[src/rtl/keypad_pkg.sv]
// Shared types and helpers for the keypad scanner: FSM state encoding,
// code-width computation and parameter limits.
package keypad_pkg;

  typedef enum logic [1:0] {
    SCAN     = 2'd0,
    DEBOUNCE = 2'd1,
    PRESSED  = 2'd2,
    RELEASE  = 2'd3
  } state_t;

  localparam int MIN_ROWS       = 1;
  localparam int MAX_ROWS       = 8;
  localparam int MIN_COLS       = 1;
  localparam int MAX_COLS       = 8;
  localparam int MIN_SCAN_DIV   = 4;
  localparam int MIN_DB_CNT     = 2;
  localparam int MIN_REPEAT_DLY = 2;

  // Bits needed to index 'n' items, never less than one.
  function automatic int code_width(input int n);
    return (n > 1) ? $clog2(n) : 1;
  endfunction

endpackage

[src/rtl/keypad_sync.sv]
// Two-flop synchroniser for a bus of independent asynchronous level inputs.
module keypad_sync #(
  parameter int WIDTH = 1
) (
  input  logic             clk,
  input  logic             reset,
  input  logic [WIDTH-1:0] d,
  output logic [WIDTH-1:0] q
);

  logic [WIDTH-1:0] meta;

  // NOTE: non-blocking assignments keep meta->q a true two-stage pipeline.
  always_ff @(posedge clk or posedge reset) begin
    if (reset) begin
      meta <= '0;
      q    <= '0;
    end else begin
      meta <= d;
      q    <= meta;
    end
  end

endmodule

[src/rtl/keypad_scan.sv]
// Keypad column scanner with debounce, ghost rejection and press/release tracking.
// Build macro KEYPAD_REPEAT_EN adds periodic key_valid strobes while a key is held.
module keypad_scan
  import keypad_pkg::*;
#(
  parameter int NUM_ROWS   = 4,
  parameter int NUM_COLS   = 3,
  parameter int SCAN_DIV   = 1024,
  parameter int DB_CNT     = 16,
  parameter int REPEAT_DLY = 65536,
  localparam int CODE_W    = code_width(NUM_ROWS * NUM_COLS)
) (
  input  logic                clk,
  input  logic                reset,
  input  logic [NUM_ROWS-1:0] row,
  output logic [NUM_COLS-1:0] col,
  output logic [CODE_W-1:0]   key_code,
  output logic                key_valid,
  output logic                key_held
);

  localparam int ROW_W = code_width(NUM_ROWS);
  localparam int COL_W = code_width(NUM_COLS);
  localparam int DIV_W = code_width(SCAN_DIV);
  localparam int DB_W  = code_width(DB_CNT);

  if (NUM_ROWS < MIN_ROWS || NUM_ROWS > MAX_ROWS ||
      NUM_COLS < MIN_COLS || NUM_COLS > MAX_COLS ||
      SCAN_DIV < MIN_SCAN_DIV || DB_CNT < MIN_DB_CNT ||
      REPEAT_DLY < MIN_REPEAT_DLY) begin : g_param_check
    $error("keypad_scan: parameter out of range");
  end

  state_t              state, state_nxt;
  logic [NUM_ROWS-1:0] srow, cap_row;
  logic [ROW_W-1:0]    row_idx, srow_idx;
  logic [COL_W-1:0]    col_idx, col_idx_nxt;
  logic [DIV_W-1:0]    dwell_cnt;
  logic [DB_W-1:0]     db_cnt;
  logic                srow_zero, srow_onehot, last_dwell;
  logic                db_match, db_done, accept, rep_fire;

  keypad_sync #(.WIDTH(NUM_ROWS)) u_sync (
    .clk   (clk),
    .reset (reset),
    .d     (row),
    .q     (srow)
  );

  // NOTE: every always_comb output gets a default first, so no latch is inferred.
  always_comb begin
    srow_idx = '0;
    for (int i = 0; i < NUM_ROWS; i++) begin
      if (srow[i]) srow_idx = ROW_W'(i);
    end
  end

  assign srow_zero   = (srow == '0);
  assign srow_onehot = !srow_zero && ((srow & (srow - 1'b1)) == '0);
  assign last_dwell  = (dwell_cnt == DIV_W'(SCAN_DIV - 1));
  assign db_match    = (srow == cap_row);
  assign db_done     = (db_cnt == DB_W'(DB_CNT - 1));
  assign accept      = (state == DEBOUNCE) && db_match && db_done;
  assign col_idx_nxt = (col_idx == COL_W'(NUM_COLS - 1)) ? '0 : col_idx + 1'b1;

  always_ff @(posedge clk or posedge reset) begin
    if (reset) state <= SCAN;
    else       state <= state_nxt;
  end

  always_comb begin
    state_nxt = state;
    case (state)
      SCAN:     if (last_dwell && srow_onehot) state_nxt = DEBOUNCE;
      DEBOUNCE: if (!db_match)                 state_nxt = SCAN;
                else if (db_done)              state_nxt = PRESSED;
      PRESSED:  if (srow_zero)                 state_nxt = RELEASE;
      RELEASE:  if (!srow_zero)                state_nxt = PRESSED;
                else if (db_done)              state_nxt = SCAN;
    endcase
  end

  always_comb begin
    col      = NUM_COLS'(1) << col_idx;
    key_held = (state == PRESSED) || (state == RELEASE);
  end

  // The capture cycle and the first zero cycle in PRESSED both count as the
  // first stable cycle, so db_cnt starts at 1 on entry to DEBOUNCE/RELEASE.
  always_ff @(posedge clk or posedge reset) begin
    if (reset) begin
      col_idx   <= '0;
      dwell_cnt <= '0;
      db_cnt    <= '0;
      cap_row   <= '0;
      row_idx   <= '0;
      key_code  <= '0;
      key_valid <= 1'b0;
    end else begin
      key_valid <= accept || rep_fire;
      if (accept) key_code <= CODE_W'(int'(col_idx) * NUM_ROWS + int'(row_idx));
      case (state)
        SCAN: begin
          if (last_dwell) begin
            dwell_cnt <= '0;
            if (srow_onehot) begin
              cap_row <= srow;
              row_idx <= srow_idx;
              db_cnt  <= DB_W'(1);
            end else begin
              col_idx <= col_idx_nxt;
            end
          end else begin
            dwell_cnt <= dwell_cnt + 1'b1;
          end
        end
        DEBOUNCE: begin
          if (!db_match)     col_idx <= col_idx_nxt;
          else if (!db_done) db_cnt  <= db_cnt + 1'b1;
        end
        PRESSED: begin
          if (srow_zero) db_cnt <= DB_W'(1);
        end
        RELEASE: begin
          if (srow_zero) begin
            if (db_done) begin
              col_idx   <= col_idx_nxt;
              dwell_cnt <= '0;
            end else begin
              db_cnt <= db_cnt + 1'b1;
            end
          end
        end
      endcase
    end
  end

`ifdef KEYPAD_REPEAT_EN
  localparam int REP_W = code_width(REPEAT_DLY);

  logic [REP_W-1:0] rep_cnt;
  logic             rep_done;

  assign rep_done = (rep_cnt == REP_W'(REPEAT_DLY - 1));
  assign rep_fire = (state == PRESSED) && !srow_zero && rep_done;

  // Any cycle outside PRESSED (including a RELEASE bounce) restarts the interval.
  always_ff @(posedge clk or posedge reset) begin
    if (reset)                  rep_cnt <= '0;
    else if (state != PRESSED)  rep_cnt <= '0;
    else if (rep_done)          rep_cnt <= '0;
    else                        rep_cnt <= rep_cnt + 1'b1;
  end
`else
  assign rep_fire = 1'b0;
`endif

endmodule

[config.mk]
export PLATFORM = sky130hd
export DESIGN_NAME = keypad_scan
export DESIGN_NICKNAME = d
export VERILOG_FILES = /design/src/rtl/keypad_pkg.sv /design/src/rtl/keypad_sync.sv /design/src/rtl/keypad_scan.sv
export SDC_FILE = /design/constraint.sdc
export NUM_CORES = 1
export LEC_CHECK = 0
export ABC_AREA = 1
export CAP_MARGIN = 20
export CELL_PAD_IN_SITES_DETAIL_PLACEMENT = 2
export CELL_PAD_IN_SITES_GLOBAL_PLACEMENT = 2
export CORE_MARGIN = 8
export CORE_UTILIZATION = 37
export CTS_CLUSTER_SIZE = 28
export DETAILED_ROUTE_END_ITERATION = 8
export PLACE_DENSITY = 0.93
export SYNTH_ARGS = -nofsm -noshare
export SYNTH_HDL_FRONTEND = slang
export SYNTH_SLANG_ARGS = --single-unit
[constraint.sdc]
create_clock -name clk -period 2.7 [get_ports clk]
set_input_delay 0.405 -clock clk [delete_from_list [all_inputs] [get_ports clk]]
set_output_delay 0.405 -clock clk [all_outputs]
set_load 0.005 [all_outputs]
==> flow_metrics.env <==
export IMPL_status="finished, final reports clean"
export IMPL_relSlewSlack_pct=68.0
export IMPL_yosys_warnings=0
export IMPL_cts_made_buffers=5
export IMPL_hold_violations=0
export IMPL_synth_top_area_share_pct=48.7
export IMPL_rows=26
export IMPL_synth_most_common_cell="nand2_1"
export IMPL_met1_usage_pct=17.4
export IMPL_use_met3_pct=2.81
export IMPL_ys_seq_area_share_pct=48.7
export IMPL_final_util_pct=44.5
export IMPL_cts_max_path_buffers=2
export IMPL_cts_setup_buffers=0
export IMPL_p_leak_nw=1.15
export IMPL_initial_core_util_pct=37.7
export IMPL_fin_ws_ns=0.826
export IMPL_skew_ns=0.00771
export IMPL_syn_avg_cell_area_um2=7.92
export IMPL_num_vias=1638
export IMPL_drt_iter0_drc=91
export IMPL_port_buffers=14
export IMPL_cp_max_fo=4
export IMPL_p_per_area_nw_per_um2=485
export IMPL_start_kind="flop"
export IMPL_grt_overflow=0
export IMPL_clk_latency_ns=0.30
export IMPL_yosysTopAreaCell="dfrtp_1"
export IMPL_grt_pass1_wl_mm=9.32
export IMPL_synth_seq_cells=37
export IMPL_num_io_pins=15
export IMPL_layout_nets=269
export IMPL_fp_coreArea_um2=5040
export IMPL_end_kind="output pin"
export IMPL_setup_violations=0
export IMPL_pwr_share_comb_pct=3.5
export IMPL_postRouteAntennaNets=0
export IMPL_fmax_mhz=534
export IMPL_antenna_found_initial=0
export IMPL_synth_net_count=248
export IMPL_rsz0062_at_grt="no"
export IMPL_place_gp_congestion=0.752
export IMPL_max_vdd_ir_drop_mv=0.311
export IMPL_area_growth_syn_to_layout_pct=18.0
export IMPL_cts_tree="built"
export IMPL_holdWs_ns=0.352
export IMPL_synthFlopType="dfrtp_1"
export IMPL_cts_resized=0
export IMPL_arrival_ns=1.47
export IMPL_cts_root_buf="clkbuf_8"
export IMPL_finalCritPeriodShare_pct=69.4
export IMPL_dieWidth_um=87.7
export IMPL_die_area_um2=7690
export IMPL_vias_per_cell=4.93
export IMPL_synthCells=240
export IMPL_wl_per_cell_um=16.1
export IMPL_min_delay_path_depth=0
export IMPL_pwr_share_seq_pct=51.8
export IMPL_dpl_worst_slack_ns=1.08
export IMPL_power_share_clock_pct=44.7
export IMPL_n_antenna_cell=0
export IMPL_grt_util_met2_pct=28.9
export IMPL_crit_type="flop to output pin"
export IMPL_synth_cell_types=25
export IMPL_synth_area_leaders="dfrtp_1 (49%), nand2_1 (14%), inv_1 (7.3%)"
export IMPL_busiest_layer="met2"
export IMPL_drc=0
export IMPL_r2r_cells=8
export IMPL_grt_usage_pct=15.7
export IMPL_tns_ns=0
export IMPL_synthArstFlopShare_pct=100
export IMPL_syn_area_um2=1900
export IMPL_slew_violations=0
export IMPL_grt_max_degree=38
export IMPL_period_needed_ns=1.87
export IMPL_p_int_mw=0.850
export IMPL_clk_pin_slew_ns=0.08
export IMPL_grt_pass1_vias=1853
export IMPL_drt_total_wl_mm=5.34
export IMPL_tightest_slew_ns=0.480
export IMPL_hpwl_mm=3.96
export IMPL_die_y_um=87.7
export IMPL_h_tree_depth=2
export IMPL_cp_required_ns=2.30
export IMPL_first_pass_iters=4
export IMPL_synth_top_cells_by_count="nand2_1 (71), dfrtp_1 (37), inv_1 (37)"
export IMPL_swShare_pct=22.0
export IMPL_cap_violations=0
export IMPL_synth_edf_count=0
export IMPL_p_switching_mw=0.240
export IMPL_hold_buffers=0
export IMPL_clock_sinks=37
export IMPL_hp_class="flop to flop"
export IMPL_drive_gt1_share_pct=14.1
flip-flops by register name, indices dropped and copies added, names as in the netlist:
| name | flops |
|---|---|
| u_sync.q | 4 |
| db_cnt | 4 |
| state | 2 |
| key_valid | 1 |
| dwell_cnt | 10 |
| col_idx | 2 |
| cap_row | 4 |
| key_code | 4 |
| row_idx | 2 |
| u_sync.meta | 4 |
cell usage in the layout, fill, tap and decap left out, drive strengths merged:
cell            n
nor3            3
ha              2
o21bai          4
o211ai          1
inv            42
o21ai          19
or2             1
bufinv          1
nand4           5
dfrtp          37
clkdlybuf4s50  14
a21oi           6
nor2           20
nand2          81
nand3          17
clkbuf          6
buf             1
clkinv          2
critical path, cell delays in order (launching register included):
cell	delay [ns]
dfrtp_1	0.40
inv_1	0.08
nor2_1	0.16
clkdlybuf4s50_1	0.53
layout make-up:
type                       instances  area, µm²
timing repair buffer              15        148
multi-input combinational        159        807
clock inverter                     2       38.8
clock buffer                       6       72.6
tap                               70       87.6
fill                             580       2800
inverter                          43        165
sequential                        37        926
layer usage:
metal / vias to the layer above / wire (µm)
met4: 0 / 108
met3: 9 / 130
met2: 19 / 2830
met5: - / 0
met1: 820 / 2270
li1: 790 / -
power groups by stage:
stage	Clock, mW	Combinational [mW]	Sequential (mW)
floorplan	0	0.0223	0.574
CTS	0.501	0.0397	0.565
global route	0.521	0.0429	0.565
global placement	0	0.0356	0.575
detailed placement	0	0.0379	0.575
finish	0.487	0.0380	0.565
through the flow:
| stage | area [µm²] | power (mW) | instances |
|---|---|---|---|
| floorplan | 1900 | 0.596 | 240 |
| detailed placement | 2130 | 0.613 | 324 |
| global placement | 2130 | 0.610 | 324 |
| global route | 2240 | 1.13 | 332 |
| CTS | 2240 | 1.11 | 332 |
| finish | 2240 | 1.09 | 332 |
path summary, 6_finish.rpt:
| path | startpoint | endpoint | slack, ns |
|---|---|---|---|
| setup / recovery | col_idx[0]$_DFFE_PP0P_ | col[1] | 0.83 |
| hold / removal | u_sync.meta[1]$_DFF_PP0_ | u_sync.q[1]$_DFF_PP0_ | 0.35 |
| setup reg to reg | db_cnt[0]$_DFFE_PP0P_ | col_idx[0]$_DFFE_PP0P_ | 1.08 |
| hold reg to reg | u_sync.meta[1]$_DFF_PP0_ | u_sync.q[1]$_DFF_PP0_ | 0.35 |
| max in group asynchronous | reset | dwell_cnt[6]$_DFFE_PP0P_ | 1.84 |
| min in group asynchronous | reset | u_sync.meta[3]$_DFF_PP0_ | 0.54 |
logic make-up after synthesis:
group / after synthesis / share of synthesized area, %
DFF: 37 / 48.7
AOI/OAI and AO/OA: 30 / 8.95
adders and majority gates: 2 / 1.32
buffers and inverters: 44 / 8.88
and+or+nand+nor: 127 / 32.2
Power figures use the tool's default switching activity.
